===== src/rtl/cmd_arb_pkg.sv =====
// Shared types and constants for the cmd_proc port arbiter.
package cmd_arb_pkg;

    typedef enum logic [1:0] {IDLE, ISSUE, BUSY} arb_state_t;

    localparam logic [3:0]  OPC_Y = 4'h4;
    localparam logic [3:0]  OPC_X = 4'h5;
    localparam int unsigned CMD_W = 16;
    localparam int unsigned TMR_W = 24;

    // Opcode field of a command word.
    function automatic logic [3:0] cmd_opc(input logic [CMD_W-1:0] c);
        return c[15:12];
    endfunction

endpackage


===== src/rtl/cmd_arbiter_if.sv =====
// Requester and cmd_proc handshake bundle for cmd_arbiter.
interface cmd_arbiter_if;
    import cmd_arb_pkg::*;

    logic [CMD_W-1:0] cmd_UART;
    logic             cmd_rdy_UART;
    logic             clr_UART;
    logic [CMD_W-1:0] cmd_tour;
    logic             cmd_rdy_tour;
    logic             clr_cmd_rdy_tour;
    logic             send_resp_tour;
    logic             resp_vld_UART;
    logic [CMD_W-1:0] cmd;
    logic             cmd_rdy;
    logic             clr_cmd_rdy;
    logic             send_resp;
    logic             owner_tour;
    logic             err_timeout;

    // Requesters and cmd_proc side
    modport master (
        output cmd_UART, cmd_rdy_UART, cmd_tour, cmd_rdy_tour, clr_cmd_rdy, send_resp,
        input  clr_UART, clr_cmd_rdy_tour, send_resp_tour, resp_vld_UART,
               cmd, cmd_rdy, owner_tour, err_timeout
    );

    // Arbiter side
    modport slave (
        input  cmd_UART, cmd_rdy_UART, cmd_tour, cmd_rdy_tour, clr_cmd_rdy, send_resp,
        output clr_UART, clr_cmd_rdy_tour, send_resp_tour, resp_vld_UART,
               cmd, cmd_rdy, owner_tour, err_timeout
    );

endinterface


===== src/rtl/cmd_fifo.sv =====
// UART command buffer; extra pointer MSB separates full from empty.
module cmd_fifo
    import cmd_arb_pkg::*;
#(
    parameter int unsigned DEPTH = 4
) (
    input  logic             clk,
    input  logic             rst_n,
    input  logic             push,
    input  logic             pop,
    input  logic [CMD_W-1:0] din,
    output logic [CMD_W-1:0] dout,
    output logic             full,
    output logic             empty
);

    localparam int unsigned AW = $clog2(DEPTH);
    localparam int unsigned PW = AW + 1;

    logic [CMD_W-1:0] r_mem [DEPTH];
    logic [PW-1:0]    r_wr_ptr;
    logic [PW-1:0]    r_rd_ptr;
    logic             w_do_push;
    logic             w_do_pop;

    assign empty     = (r_wr_ptr == r_rd_ptr);
    assign full      = (r_wr_ptr[AW] != r_rd_ptr[AW]) && (r_wr_ptr[AW-1:0] == r_rd_ptr[AW-1:0]);
    assign w_do_pop  = pop && !empty;
    assign w_do_push = push && (!full || w_do_pop);
    assign dout      = r_mem[r_rd_ptr[AW-1:0]];

    // Pointer update; a pop frees the slot a simultaneous push reuses.
    always_ff @(posedge clk or negedge rst_n) begin
        if (!rst_n) begin
            r_wr_ptr <= '0;
            r_rd_ptr <= '0;
        end else begin
            if (w_do_push) r_wr_ptr <= r_wr_ptr + PW'(1);
            if (w_do_pop)  r_rd_ptr <= r_rd_ptr + PW'(1);
        end
    end

    // Storage write.
    always_ff @(posedge clk) begin
        if (w_do_push) r_mem[r_wr_ptr[AW-1:0]] <= din;
    end

endmodule


===== src/rtl/cmd_arbiter.sv =====
// Grants the cmd_proc port to the UART FIFO or the tour sequencer, one command at a time.
module cmd_arbiter
    import cmd_arb_pkg::*;
#(
    parameter int unsigned DEPTH    = 4,
    parameter logic [3:0]  PAIR_OPC = OPC_Y,
    parameter logic [23:0] TIMEOUT  = 24'd10_000_000
) (
    input  logic         clk,
    input  logic         rst_n,
    cmd_arbiter_if.slave bus
);

    arb_state_t       r_state;
    logic [CMD_W-1:0] r_cmd_q;
    logic             r_cmd_rdy;
    logic             r_owner_tour;
    logic             r_last_tour;
    logic             r_pair_lock;
    logic             r_err;
    logic             r_clr_uart_q;
    logic [TMR_W-1:0] r_timer;

    logic [CMD_W-1:0] w_head;
    logic             w_full;
    logic             w_empty;
    logic             w_push;
    logic             w_pop;
    logic             w_accept;
    logic             w_resp;
    logic             w_ut;
    logic             w_tr;
    logic             w_grant;
    logic             w_grant_tour;

    cmd_fifo #(.DEPTH(DEPTH)) u_fifo (
        .clk   (clk),
        .rst_n (rst_n),
        .push  (w_push),
        .pop   (w_pop),
        .din   (bus.cmd_UART),
        .dout  (w_head),
        .full  (w_full),
        .empty (w_empty)
    );

    assign w_accept = (r_state == ISSUE) && bus.clr_cmd_rdy;
    assign w_resp   = (r_state == BUSY) && bus.send_resp;
    assign w_pop    = w_accept && !r_owner_tour;
    // Skip the cycle after a push: the wrapper is still dropping its ready.
    assign w_push   = bus.cmd_rdy_UART && !r_clr_uart_q && (!w_full || w_pop);

    // A pending Y/X pair locks UART out until the tour side completes it.
    assign w_ut         = !w_empty && !r_pair_lock;
    assign w_tr         = bus.cmd_rdy_tour;
    assign w_grant      = (r_state == IDLE) && (w_ut || w_tr);
    assign w_grant_tour = w_tr && (!w_ut || !r_last_tour);

    assign bus.clr_UART         = w_push;
    assign bus.clr_cmd_rdy_tour = w_accept && r_owner_tour;
    assign bus.send_resp_tour   = w_resp && r_owner_tour;
    assign bus.resp_vld_UART    = w_resp && !r_owner_tour;
    assign bus.cmd              = r_cmd_q;
    assign bus.cmd_rdy          = r_cmd_rdy;
    assign bus.owner_tour       = r_owner_tour;
    assign bus.err_timeout      = r_err;

    // Grant / issue / wait-for-response sequencing with response timeout.
    always_ff @(posedge clk or negedge rst_n) begin
        if (!rst_n) begin
            r_state      <= IDLE;
            r_cmd_q      <= '0;
            r_cmd_rdy    <= 1'b0;
            r_owner_tour <= 1'b0;
            r_last_tour  <= 1'b1;
            r_pair_lock  <= 1'b0;
            r_err        <= 1'b0;
            r_clr_uart_q <= 1'b0;
            r_timer      <= '0;
        end else begin
            r_clr_uart_q <= w_push;
            case (r_state)
                IDLE: begin
                    if (w_grant) begin
                        r_cmd_q      <= w_grant_tour ? bus.cmd_tour : w_head;
                        r_owner_tour <= w_grant_tour;
                        r_last_tour  <= w_grant_tour;
                        r_cmd_rdy    <= 1'b1;
                        r_state      <= ISSUE;
                    end
                end
                ISSUE: begin
                    if (bus.clr_cmd_rdy) begin
                        r_cmd_rdy <= 1'b0;
                        r_timer   <= '0;
                        r_state   <= BUSY;
                    end
                end
                BUSY: begin
                    if (bus.send_resp) begin
                        if (r_owner_tour) r_pair_lock <= (cmd_opc(r_cmd_q) == PAIR_OPC);
                        r_state <= IDLE;
                    end else if (r_timer == TIMEOUT - 24'd1) begin
                        r_err       <= 1'b1;
                        r_pair_lock <= 1'b0;
                        r_state     <= IDLE;
                    end else begin
                        r_timer <= r_timer + TMR_W'(1);
                    end
                end
                default: r_state <= IDLE;
            endcase
        end
    end

endmodule


===== src/flat_wrapper.sv =====
// flat-port wrapper written by rule: the top's interface ports become plain ports
module cmd_arbiter_flat import cmd_arb_pkg::*;
#(
    parameter int unsigned DEPTH    = 4,
    parameter logic [3:0]  PAIR_OPC = OPC_Y,
    parameter logic [23:0] TIMEOUT  = 24'd10_000_000
)
  (clk, rst_n, bus_cmd_UART, bus_cmd_rdy_UART, bus_cmd_tour, bus_cmd_rdy_tour, bus_clr_cmd_rdy, bus_send_resp, bus_clr_UART, bus_clr_cmd_rdy_tour, bus_send_resp_tour, bus_resp_vld_UART, bus_cmd, bus_cmd_rdy, bus_owner_tour, bus_err_timeout);
  cmd_arbiter_if bus_i ();
  input  logic clk;
  input  logic rst_n;
  input wire logic [$bits(bus_i.cmd_UART)-1:0] bus_cmd_UART;
  input wire logic [$bits(bus_i.cmd_rdy_UART)-1:0] bus_cmd_rdy_UART;
  input wire logic [$bits(bus_i.cmd_tour)-1:0] bus_cmd_tour;
  input wire logic [$bits(bus_i.cmd_rdy_tour)-1:0] bus_cmd_rdy_tour;
  input wire logic [$bits(bus_i.clr_cmd_rdy)-1:0] bus_clr_cmd_rdy;
  input wire logic [$bits(bus_i.send_resp)-1:0] bus_send_resp;
  output wire logic [$bits(bus_i.clr_UART)-1:0] bus_clr_UART;
  output wire logic [$bits(bus_i.clr_cmd_rdy_tour)-1:0] bus_clr_cmd_rdy_tour;
  output wire logic [$bits(bus_i.send_resp_tour)-1:0] bus_send_resp_tour;
  output wire logic [$bits(bus_i.resp_vld_UART)-1:0] bus_resp_vld_UART;
  output wire logic [$bits(bus_i.cmd)-1:0] bus_cmd;
  output wire logic [$bits(bus_i.cmd_rdy)-1:0] bus_cmd_rdy;
  output wire logic [$bits(bus_i.owner_tour)-1:0] bus_owner_tour;
  output wire logic [$bits(bus_i.err_timeout)-1:0] bus_err_timeout;
  assign bus_i.cmd_UART = bus_cmd_UART;
  assign bus_i.cmd_rdy_UART = bus_cmd_rdy_UART;
  assign bus_i.cmd_tour = bus_cmd_tour;
  assign bus_i.cmd_rdy_tour = bus_cmd_rdy_tour;
  assign bus_i.clr_cmd_rdy = bus_clr_cmd_rdy;
  assign bus_i.send_resp = bus_send_resp;
  assign bus_clr_UART = bus_i.clr_UART;
  assign bus_clr_cmd_rdy_tour = bus_i.clr_cmd_rdy_tour;
  assign bus_send_resp_tour = bus_i.send_resp_tour;
  assign bus_resp_vld_UART = bus_i.resp_vld_UART;
  assign bus_cmd = bus_i.cmd;
  assign bus_cmd_rdy = bus_i.cmd_rdy;
  assign bus_owner_tour = bus_i.owner_tour;
  assign bus_err_timeout = bus_i.err_timeout;
  cmd_arbiter #(.DEPTH(DEPTH), .PAIR_OPC(PAIR_OPC), .TIMEOUT(TIMEOUT)) u_core (.clk(clk), .rst_n(rst_n), .bus(bus_i));
endmodule

===== config.mk =====
export PLATFORM = sky130hd
export DESIGN_NAME = cmd_arbiter_flat
export DESIGN_NICKNAME = d
export VERILOG_FILES = /design/src/rtl/cmd_arb_pkg.sv /design/src/rtl/cmd_arbiter_if.sv /design/src/rtl/cmd_fifo.sv /design/src/rtl/cmd_arbiter.sv /design/src/flat_wrapper.sv
export SDC_FILE = /design/constraint.sdc
export NUM_CORES = 1
export LEC_CHECK = 0
export ABC_CLOCK_PERIOD_IN_PS = 1700
export CAP_MARGIN = 15
export CELL_PAD_IN_SITES_DETAIL_PLACEMENT = 1
export CELL_PAD_IN_SITES_GLOBAL_PLACEMENT = 2
export CORE_ASPECT_RATIO = 0.5
export CORE_UTILIZATION = 37
export CTS_BUF_LIST = sky130_fd_sc_hd__clkbuf_8
export DETAILED_ROUTE_END_ITERATION = 16
export PLACE_DENSITY = 0.76
export SYNTH_ARGS = -nofsm -noshare
export SYNTH_HDL_FRONTEND = slang
export SYNTH_SLANG_ARGS = --single-unit

===== constraint.sdc =====
create_clock -name clk -period 1.7 [get_ports clk]
set_input_delay 0.34 -clock clk [delete_from_list [all_inputs] [get_ports clk]]
set_output_delay 0.34 -clock clk [all_outputs]
set_load 0.05 [all_outputs]

; ---- Word-level counts from Yosys, hierarchy flattened
; Memories as Yosys holds them, arrays and structs flattened.
; Cells that the tools add are included.
[op_classes]
add_sub_neg = 3
n_eq_ne = 13
n_mux = 18
bitwise = 1
n_reduce_logical = 35
[ops]
columns = operator, count
row1 = two-way mux 24 bit, 3
row2 = case mux 24 bit (2 select lines), 1
row3 = adder 24 x 1 -> 24 bit (second input constant), 1
row4 = equality test 24 bit (second input constant), 1
row5 = two-way mux 16 bit, 1
row6 = logical AND 1 bit, 14
row7 = AND reduction 3 bit, 4
row8 = two-way mux 2 bit, 4
row9 = zero test 1 bit, 7
row10 = two-way mux 1 bit, 7
row11 = adder 3 x 1 -> 3 bit (second input constant), 2
row12 = != test 2 bit (second input constant), 3
row13 = case mux 2 bit (3 select lines), 1
row14 = nonzero test 2 bit, 3
row15 = equality test 4 x 3 -> 1 bit (second input constant), 1
row16 = logical OR 1 bit, 4
row17 = != test 2 x 1 -> 1 bit (second input constant), 2
row18 = AND reduction 4 bit, 1
row19 = equality test 3 bit, 1
row20 = != test 3 bit (second input constant), 1
row21 = equality test 2 x 1 -> 1 bit (second input constant), 1
row22 = equality test 2 bit, 1
row23 = equality test 2 bit (second input constant), 1
row24 = zero test 2 bit, 1
row25 = other kinds (4), 4
[totals]
reg_bits = 54
mem_bits_rw = 64
in_bits = 38
word_cells = 82
memories = 1
[mem_list]
columns = name, words, width, read_ports, rd_clocked_by_memory_dff, write_ports, line_no
row1 = u_core.u_fifo.r_mem, 4, 16, 1, 0, 1, cmd_fifo.sv:20  ; logic [CMD_W-1:0] r_mem [DEPTH];

; ---- Depth between registers and ports, before layout
; Gate-level depths: netlist (run 1).
[logic_depth]
word_depth = 8
ltp_mapped = 7

; ---- By module
; A second synthesis (run 1) with hierarchy kept.
[unflattened]
hier_cells = 394
area_unflattened_um2 = 5281.3
[by_module_without_submodules]
columns = module, instances, cells_per_inst, area_per_inst_um2, seq_area_each_um2
row1 = cmd_fifo, 1, 130, 2766.4, 2072.0
row2 = cmd_arbiter, 1, 264, 2514.9, 1202.4

; ---- Least setup slack after synthesis (run 1)
; No wires, ideal clock.
[synth_timing]
path_type = register to output
start = register u_core.r_state[1]
end = output bus_clr_cmd_rdy_tour
arrival_ps = 1705
required_time_ps = 1360
setup_slack_ps = -345
path_stages_with_launch = 5
path_buffers = 2
cell_sequence = dfrtp_1 > nand3b_1 > clkbuf_1 > clkbuf_1 > nor2_1
[synth_between]
elab_chain_len = 3
[synth_rtl]
columns = item, line_no
row1 = start: declaration, cmd_arbiter.sv:14  ; arb_state_t r_state;
row2 = start signal: assignment, cmd_arbiter.sv:71  ; r_state <= IDLE;
row3 = start signal: assignment, cmd_arbiter.sv:89  ; r_state <= ISSUE;
row4 = start signal: assignment, cmd_arbiter.sv:96  ; r_state <= BUSY;
row5 = equality test 2 x 1 -> 1 bit, cmd_arbiter.sv:47  ; assign w_accept = (r_state == ISSUE) && bus.clr_cmd_rdy;
row6 = logical AND 1 bit, cmd_arbiter.sv:47
row7 = logical AND 1 bit, cmd_arbiter.sv:60  ; assign bus.clr_cmd_rdy_tour = w_accept && r_owner_tour;
row8 = end: declaration, flat_wrapper.sv:19  ; output wire logic [$bits(bus_i.clr_cmd_rdy_tour)-1:0] bus_clr_cmd_rdy_tour;
; Every way passes these cells.

; ---- Worst setup path after layout (run 1)
[layout_timing]
start = register u_core.u_fifo.r_rd_ptr[2]
end = output bus_clr_UART
[layout_between]
elab_chain_len = 5
[layout_rtl]
columns = item, line_no
row1 = start: declaration, cmd_fifo.sv:22  ; logic [PW-1:0] r_rd_ptr;
row2 = start signal: assignment, cmd_fifo.sv:39  ; if (w_do_pop) r_rd_ptr <= r_rd_ptr + PW'(1);
row3 = != test 1 bit, cmd_fifo.sv:27  ; assign full = (r_wr_ptr[AW] != r_rd_ptr[AW]) && (r_wr_ptr[AW-1:0] == r_rd_ptr[AW-1:0]);
row4 = logical AND 1 bit, cmd_fifo.sv:27
row5 = zero test 1 bit, cmd_arbiter.sv:51  ; assign w_push = bus.cmd_rdy_UART && !r_clr_uart_q && (!w_full || w_pop);
row6 = logical OR 1 bit, cmd_arbiter.sv:51
row7 = logical AND 1 bit, cmd_arbiter.sv:51
row8 = end: declaration, flat_wrapper.sv:18  ; output wire logic [$bits(bus_i.clr_UART)-1:0] bus_clr_UART;
; Every way passes these cells.

==> results of run 1 <==
-- state kept, by name, indices dropped and copies added, names as in the netlist --
signal                  cells
u_core.bus.err_timeout      1
u_core.r_clr_uart_q         1
u_core.r_last_tour          1
u_core.r_timer             24
u_core.r_state              2
u_core.u_fifo.r_rd_ptr      3
u_core.bus.owner_tour       1
u_core.bus.cmd             16
u_core.u_fifo.r_wr_ptr      3
u_core.r_pair_lock          1
u_core.bus.cmd_rdy          1
u_core.u_fifo.r_mem        64
-- layer usage --
metal  wire, µm  global-route usage [%]
met5          0                       0
met4        174                    5.32
met3        402                    3.83
met2       7530                    35.5
met1       6410                    26.8
-- worst max path at each step --
| stage | to | depth (start not counted) |
|---|---|---|
| after floorplan | u_core.u_fifo.r_wr_ptr[2]$_DFFE_PN0P_ | 5 |
| final | bus_clr_UART | 5 |
| after CTS | bus_clr_UART | 5 |
| after detailed placement | u_core.r_timer[18]$_DFFE_PN0P_ | 7 |
| after global routing | bus_clr_UART | 5 |
| after global placement | u_core.r_timer[18]$_DFFE_PN0P_ | 7 |
-- layout by cell type, fill, tap and decap left out, types with 6 or more instances in the layout --
cell type	netlist	routed
a21oi_1	18	16
and2_4	0	9
buf_12	0	7
buf_4	3	87
buf_6	2	18
clkbuf_8	0	17
clkdlybuf4s50_1	0	36
dfrtp_1	53	48
edfxtp_1	64	64
inv_1	11	12
mux4_2	16	16
nand2_1	35	32
nand3_1	19	13
nand4_1	7	7
nor2_1	29	15
nor2_2	0	9
o21ai_0	22	10
o21ai_1	6	15
xor2_1	7	6
-- cells by family after synthesis --
logic type	Yosys count	share of synthesized area (%)
simple gates	124	12.6
flops	118	63.4
compound gates	71	9.86
buf+inv	25	2.42
mux	19	7.59
xor+xnor	12	2.69
fa+ha+maj	6	1.45
-- final cells by class --
type                            count  share of cell area, %
Clock buffer                       17                   3.07
Clock inverter                     15                   2.99
Inverter                           11                  0.542
Multi-Input combinational cell    238                   28.1
Sequential cell                   118                   43.1
Tap cell                          192                   3.16
Timing Repair Buffer              153                   19.0
-- stage by stage --
step	worst slack (ns)	utilization, %	std cells	hold slack [ns]
2_1_floorplan	-0.0297	-	375	0.0444
3_3_place_gp	-0.314	47.1	672	0.339
3_5_place_dp	-0.347	47.1	672	0.343
4_1_cts	-0.483	53.4	729	0.403
5_1_grt	-0.443	56.0	744	0.446
6_report	-0.380	56.0	744	0.409
-- power by group through the flow --
stage | Sequential, µW | Combinational, µW | Clock [µW]
2_1_floorplan | 4790 | 2420 | 0
3_3_place_gp | 4140 | 4730 | 0
3_5_place_dp | 4170 | 4830 | 0
4_1_cts | 4110 | 5770 | 3060
5_1_grt | 4220 | 6860 | 3170
6_report | 4150 | 6490 | 3020
-- critical path, delay by kind of cell, from the launching register on --
family                    cells  cell delay (ns)
AOI/OAI and AO/OA             2             0.43
DFF                           1             0.42
xor gates and xnor gates      1             0.19
buffers and inverters         2             0.27
-- repair_timing --
item | 4_1_cts | 5_1_grt
buffers inserted | 16 | 17
resized for setup | 46 | 61
setup endpoints to repair | 75 | 108
hold endpoints to repair | 16 | 0
pin swaps | 15 | 34
cloned | 8 | 2
hold buffers | 1 | 0
==> impl_metrics.yaml, run 1 <==
clock_tree:
  cts_buffers: 17
  cts_tree: "done"
  clk_pin_slew_ns: 0.09
  root_buffer: "clkbuf_8"
  clk_latency_ns: 0.44
  cts_buffer_depth: 2
  htreeDepth: 4
  cts.sink_count: 118
timing:
  hold_violations: 0
  slew_headroom_pct: 65.0
  finalMaxSlewViolations: 0
  period_share_pct: 122
  totalNegativeSetupSlack_ns: -19.01
  clock-skew-final_ns: 0.0175
  rsz0062_at_grt: "true"
  layout_setup_ws_ns: -0.380
  setup_viol: 99
  fin_crit_ns: 2.08
  timing.fmax_mhz: 481
  worstMarginPinSlew_ns: 0.525
die:
  ioPinCount: 61
  start_util_pct: 38.0
  die_area_mm2: 0.0145
  rows: 30
  fp.dieH_um: 85.5
  coreArea_mm2: 0.0136
  die_w_um: 169
setup_path:
  crit_chain: "xor2_2 > o21ai_1 > o311a_4 > buf_6 > buf_12"
  reg2reg_depth: 8
  critPathArrivalTime_ns: 1.74
  slowest_stage: "dfrtp_1"
  r2r_slack_ns: -0.28
  criticalPathCategory: "register to output pin"
  r2r_start: "u_core.u_fifo.r_rd_ptr[2]$_DFFE_PN0P_"
  critPathRequiredTime_ns: 1.36
  cp_max_fo: 2
  startpoint: "u_core.u_fifo.r_rd_ptr[2]$_DFFE_PN0P_"
  critPathLaunchType: "register"
  rr_endpoint: "u_core.u_fifo.r_mem[0][10]$_DFFE_PP_"
  crit_path_end_kind: "output pin"
  slowest_delay_ns: 0.42
final_layout:
  drive_gt1_share_pct: 44.4
  nNetsFinal: 583
  final-seq-area_mm2: 0.00328
  nFillCells: 1362
  n_antenna_cell: 0
  multi_input_area_mm2: 0.00214
  fin_area_mm2: 0.00761
  flow.area_growth_from_synthesis_pct: 47.4
power_and_ir_drop:
  power_density_mw_per_mm2: 1800
  p_int_uw: 8450
  p_leak_uw: 0.00302
  power.share.clock_pct: 22.1
  combPwrFrac_pct: 47.5
  power.switching_uw: 5220
  pwr-share-seq_pct: 30.4
  p_sw_share_pct: 38.2
  power.total_uw: 13700
  irDropWorstVdd_mv: 0.640
global_routing:
  grt_usage_pct: 20.5
  grt_pass1_vias: 3921
  grt_max_degree: 26
  grt_overflow_total: 0
  grt_first_pass_wirelength_um: 22000
  antenna_found_initial: 0
place:
  place_congestion: 0.762
  port_buffers: 60
  dp_hpwl_um: 8700
  placed_cell_area_mm2: 0.00640
synth:
  yosysMostFrequentCell: "edfxtp_1"
  synth_cell_types: 59
  synth_area_leader_cell: "edfxtp_1"
  yosysWarnings: 0
  synth_edf_count: 64
  netlist_area_mm2: 0.00516
  syn-instance-count: 375
  synth_nets: 419
  synth-seq-cells: 118
  synthFlopType: "edfxtp_1"
  synthTopCellsByCount: "64 x edfxtp_1, 53 x dfrtp_1, 35 x nand2_1, 29 x nor2_1, 22 x o21ai_0"
  avgSynthCellArea_um2: 13.8
  synthArstFlopShare_pct: 45.8
  synth-seq-area-share_pct: 63.4
  synth_top_area_share_pct: 37.2
  netlist_top_cells_area: "edfxtp_1 37%, dfrtp_1 26%, mux4_2 7.0%, nand2_1 2.5%, o21ai_0 2.1%"
run_status:
  status: "finished with violations"
  failed_checks: "setup timing"
drt:
  vias: 3722
  drc: 0
  wl_per_cell_um: 19.5
  vias_per_cell: 5.00
  drt-initial-drc-count: 184
  final_antenna_net_count: 0
  dr.pass1.iters: 4
  routed_wl_um: 14500
flow_run:
  drv_cap: 0
min_path:
  hold_class: "input pin to asynchronous set/reset pin"
No activity file was read; power rests on OpenSTA's default activity.
==> inputs of run 2 (changes only) <==
- CORE_MARGIN: default -> 3
==> impl_metrics.yaml, run 2 (synthesis results as in run 1) <==
place:
  place_congestion: 0.764
  port_buffers: 60
  dp_hpwl_um: 9650
  placed_cell_area_mm2: 0.00639
die:
  die_area_mm2: 0.0155
  rows: 29
  ioPinCount: 61
  start_util_pct: 39.3
  die_w_um: 173
  coreArea_mm2: 0.0131
  fp.dieH_um: 89.5
timing:
  setup_viol: 102
  rsz0062_at_grt: "true"
  slew_headroom_pct: 66.1
  clock-skew-final_ns: 0.0129
  period_share_pct: 124
  fin_crit_ns: 2.11
  worstMarginPinSlew_ns: 0.509
  hold_violations: 0
  layout_setup_ws_ns: -0.415
  finalMaxSlewViolations: 0
  timing.fmax_mhz: 473
  totalNegativeSetupSlack_ns: -24.54
drt:
  routed_wl_um: 15700
  final_antenna_net_count: 0
  wl_per_cell_um: 21.5
  drc: 0
  dr.pass1.iters: 4
  vias: 3792
  vias_per_cell: 5.17
  drt-initial-drc-count: 263
setup_path:
  cp_top_family: "flip-flops"
  critPathRequiredTime_ns: 1.36
  reg2reg_depth: 8
  cp_num_buf_inv: 2
  crit_path_end_kind: "output pin"
  r2r_slack_ns: -0.31
  critPathLaunchType: "register"
  criticalPathCategory: "register to output pin"
  rr_endpoint: "u_core.u_fifo.r_mem[2][7]$_DFFE_PP_"
  r2r_start: "u_core.r_state[0]$_DFFE_PN0P_"
  cp_max_fo: 4
  slowest_stage: "dfrtp_2"
  crit_chain: "nand3b_1 > o21ai_1 > o311a_4 > buf_6 > buf_12"
  critPathArrivalTime_ns: 1.77
  slowest_delay_ns: 0.45
global_routing:
  grt_first_pass_wirelength_um: 23500
  grt_usage_pct: 20.0
  grt_overflow_total: 0
  grt_max_degree: 20
  antenna_found_initial: 0
  grt_pass1_vias: 4226
clock_tree:
  cts_buffers: 17
  htreeDepth: 4
  cts_buffer_depth: 2
  clk_latency_ns: 0.44
  clk_pin_slew_ns: 0.08
  root_buffer: "clkbuf_8"
  cts_tree: "done"
  cts.sink_count: 118
power_and_ir_drop:
  power_density_mw_per_mm2: 1790
  power.total_uw: 13800
  irDropWorstVdd_mv: 0.725
  p_leak_uw: 0.00301
min_path:
  hold_class: "input pin to asynchronous set/reset pin"
final_layout:
  fin_area_mm2: 0.00769
  nNetsFinal: 578
  largest_reg_flops: 64
  flow.area_growth_from_synthesis_pct: 48.9
  final_cell_mix: "79 x buf_4, 64 x edfxtp_1, 49 x dfrtp_1"
  drive_gt1_share_pct: 48.6
  nFillCells: 1290
  post-route-util_pct: 58.5
  final_common_cell: "buf_4"
  n_antenna_cell: 0
run_status:
  status: "finished with violations"
  failed_checks: "setup timing"
flow_run:
  drv_cap: 0
-- run 2: cell types whose count changed in the layout (fill, tap and decap cells not counted), sizes merged --
cell      change
buf           -3
bufinv        -3
clkbuf        -2
clkinv        -2
clkinvlp      +2
inv           +3
-- run 2: how the worst max path moves through the flow --
stage / from / to / slack (ns) / cells past startpoint
2_1_floorplan: u_core.u_fifo.r_rd_ptr[0]$_DFFE_PN0P_ / u_core.u_fifo.r_wr_ptr[2]$_DFFE_PN0P_ / -0.03 / 5
3_3_place_gp: bus_clr_cmd_rdy / u_core.u_fifo.r_mem[3][7]$_DFFE_PP_ / -0.27 / 5
3_5_place_dp: bus_send_resp / u_core.r_timer[14]$_DFFE_PN0P_ / -0.36 / 7
4_1_cts: u_core.u_fifo.r_wr_ptr[2]$_DFFE_PN0P_ / bus_clr_UART / -0.46 / 5
5_1_grt: u_core.u_fifo.r_rd_ptr[2]$_DFFE_PN0P_ / bus_clr_UART / -0.49 / 5
6_report: u_core.r_state[0]$_DFFE_PN0P_ / bus_clr_UART / -0.41 / 5
-- run 2: final cells by class --
class | instances | area, µm² | share of cell area, %
timing repair buffer | 148 | 1400 | 18.1
sequential | 118 | 3280 | 42.7
tap | 186 | 233 | 3.03
multi-input combinational | 238 | 2340 | 30.4
clock buffer | 17 | 234 | 3.04
clock inverter | 15 | 165 | 2.15
inverter | 11 | 41.3 | 0.537
-- run 2: worst reg2reg max path, delay by kind of cell (launching register included) --
family,cells,cell delay (ns)
AND/OR/NAND/NOR,2,0.39
flip-flops,1,0.45
AO/OA/AOI/OAI,2,0.44
buffers and inverters,4,0.49
-- run 2: per-stage QoR --
step / hold WS (ns) / std cells / setup slack (ns)
6_report: 0.402 / 733 / -0.415
5_1_grt: 0.409 / 733 / -0.491
4_1_cts: 0.395 / 719 / -0.462
3_5_place_dp: 0.326 / 663 / -0.359
3_3_place_gp: 0.314 / 663 / -0.274
2_1_floorplan: 0.0444 / 375 / -0.0297
-- run 2: timing repair --
action                                  4_1_cts  5_1_grt
endpoints found under the setup margin       77      115
hold endpoints to repair                     15        0
setup buffers                                15       17
pin swaps                                    12       38
gates cloned                                  8        2
gates resized for setup                      42      123
hold buffers                                  1        0
-- run 2: per-layer routing --
metal / share of wire [%] / vias up / GRT usage [%]
met5: 0 / - / 0
met4: 1.2 / 0 / 5.44
met3: 3.0 / 16 / 4.33
met2: 54 / 61 / 37.1
met1: 42 / 1991 / 24.3
li1: - / 1724 / -
-- run 2: power by group --
part	leakage, µW	internal [µW]	switching, µW	total, µW
Combinational	0.00157	2990	3860	6850
Clock	0.000192	1330	1340	2670
Sequential	0.00125	3750	498	4240
==> inputs of run 3 (changes only) <==
- CAP_MARGIN: 15 -> default
- SKIP_CTS_REPAIR_TIMING: default -> 1
==> impl_metrics.yaml, run 3 (synthesis results as in run 1) <==
run_status:
  status: "finished with violations"
  failed_checks: "setup timing"
timing:
  setup_viol: 100
  period_share_pct: 127
  fin_crit_ns: 2.15
  worstMarginPinSlew_ns: 0.505
  clock-skew-final_ns: 0.0165
  rsz0062_at_grt: "true"
  slew_headroom_pct: 66.4
  layout_setup_ws_ns: -0.453
  finalMaxSlewViolations: 0
  hold_violations: 0
  timing.fmax_mhz: 464
place:
  place_ws_ns: -0.359
  place_congestion: 0.764
  placedCellCount: 663
  dp_hpwl_um: 9650
  port_buffers: 60
setup_path:
  critPathRequiredTime_ns: 1.36
  criticalPathCategory: "register to output pin"
  critPathLaunchType: "register"
  r2r_start: "u_core.r_state[1]$_DFFE_PN0P_"
  crit_path_end_kind: "output pin"
  slowest_stage: "dfrtp_1"
  reg2reg_depth: 6
  slowest_delay_ns: 0.43
  r2r_slack_ns: -0.18
  cp_max_fo: 2
  critPathArrivalTime_ns: 1.81
  startpoint: "u_core.u_fifo.r_wr_ptr[2]$_DFFE_PN0P_"
  crit_chain: "xor2_2 > o21ai_2 > o311a_4 > buf_6 > buf_12"
final_layout:
  flow.area_growth_from_synthesis_pct: 44.4
  final_cell_mix: "77 x buf_4, 64 x edfxtp_1, 49 x dfrtp_1"
  nFillCells: 1296
  n_antenna_cell: 0
  largest_reg_flops: 64
  final_common_cell: "buf_4"
  nNetsFinal: 566
  drive_gt1_share_pct: 47.9
  layoutNonFillerInstCount: 721
clock_tree:
  clk_pin_slew_ns: 0.08
  cts_buffers: 17
  htreeDepth: 4
  cts_tree: "done"
  cts_buffer_depth: 2
  root_buffer: "clkbuf_8"
  clk_latency_ns: 0.43
  cts.sink_count: 118
die:
  ioPinCount: 61
  start_util_pct: 39.3
  rows: 29
  coreArea_mm2: 0.0131
  die_w_um: 173
  die_area_mm2: 0.0155
  fp.dieH_um: 89.5
flow_run:
  drv_cap: 0
global_routing:
  grt_overflow_total: 0
  grt_max_degree: 20
  antenna_found_initial: 0
  grt_first_pass_wirelength_um: 21600
  grt_pass1_vias: 4043
  grt_usage_pct: 18.2
drt:
  final_antenna_net_count: 0
  vias: 3690
  drt-initial-drc-count: 241
  vias_per_cell: 5.12
  routed_wl_um: 14700
  wl_per_cell_um: 20.4
  dr.pass1.iters: 4
  drc: 0
power_and_ir_drop:
  irDropWorstVdd_mv: 0.672
  p_leak_uw: 0.00291
  power_density_mw_per_mm2: 1720
min_path:
  hold_class: "input pin to asynchronous set/reset pin"
==> run 3: cell types whose count changed in the layout (fill, tap and decap cells not counted), sizes merged <==
cell  before  now
buf      111  101
and2       9    7
==> run 3: where the power goes <==
group | total, µW | internal (µW) | switching [µW]
combinational | 6040 | 2560 | 3470
sequential | 4190 | 3740 | 442
clock | 2640 | 1330 | 1300
==> run 3: worst max-delay path: cells and delay by family, from the launching register on <==
family          cells  cell delay (ns)
buf+inv             2             0.27
flops               1             0.43
xor+xnor            1             0.24
compound gates      2             0.45
==> run 3: metal layers <==
layer | vias up | track usage (%) | part of all wire [%]
met5 | - | 0 | 0
met4 | 0 | 5.36 | 1.1
met3 | 19 | 4.37 | 3.1
met2 | 61 | 33.7 | 53
met1 | 1909 | 21.7 | 42
li1 | 1701 | - | -
==> run 3: cell type report <==
type,count,area (µm²),share of cell area (%)
Clock inverter,15,165,2.22
Clock buffer,17,234,3.14
Timing Repair Buffer,138,1300,17.4
Inverter,11,41.3,0.554
Tap cell,186,233,3.12
Multi-Input combinational cell,236,2200,29.6
Sequential cell,118,3280,44.0
==> run 3: final timing paths <==
| kind | to |
|---|---|
| hold / removal | u_core.bus.cmd[1]$_DFFE_PN0P_ |
| setup reg to reg | u_core.u_fifo.r_rd_ptr[1]$_DFFE_PN0P_ |
| max in group asynchronous | u_core.u_fifo.r_wr_ptr[1]$_DFFE_PN0P_ |
| setup / recovery | bus_clr_UART |
| hold reg to reg | u_core.bus.cmd_rdy$_DFFE_PN0P_ |
| min in group clk | u_core.bus.cmd_rdy$_DFFE_PN0P_ |
==> run 3: per-stage QoR <==
step / TNS [ns] / hold slack, ns / power, µW / cell area, µm² / util, %
global placement: -22.64 / 0.314 / 8790 / 6390 / 48.6
floorplan: -0.234 / 0.0444 / 7210 / 5190 / -
CTS: -5.39 / -0.149 / 11700 / 6790 / 51.7
global route: -14.99 / 0.412 / 13500 / 7460 / 56.8
detailed placement: -27.16 / 0.326 / 9060 / 6390 / 48.6
finish: -8.64 / 0.403 / 12900 / 7460 / 56.8
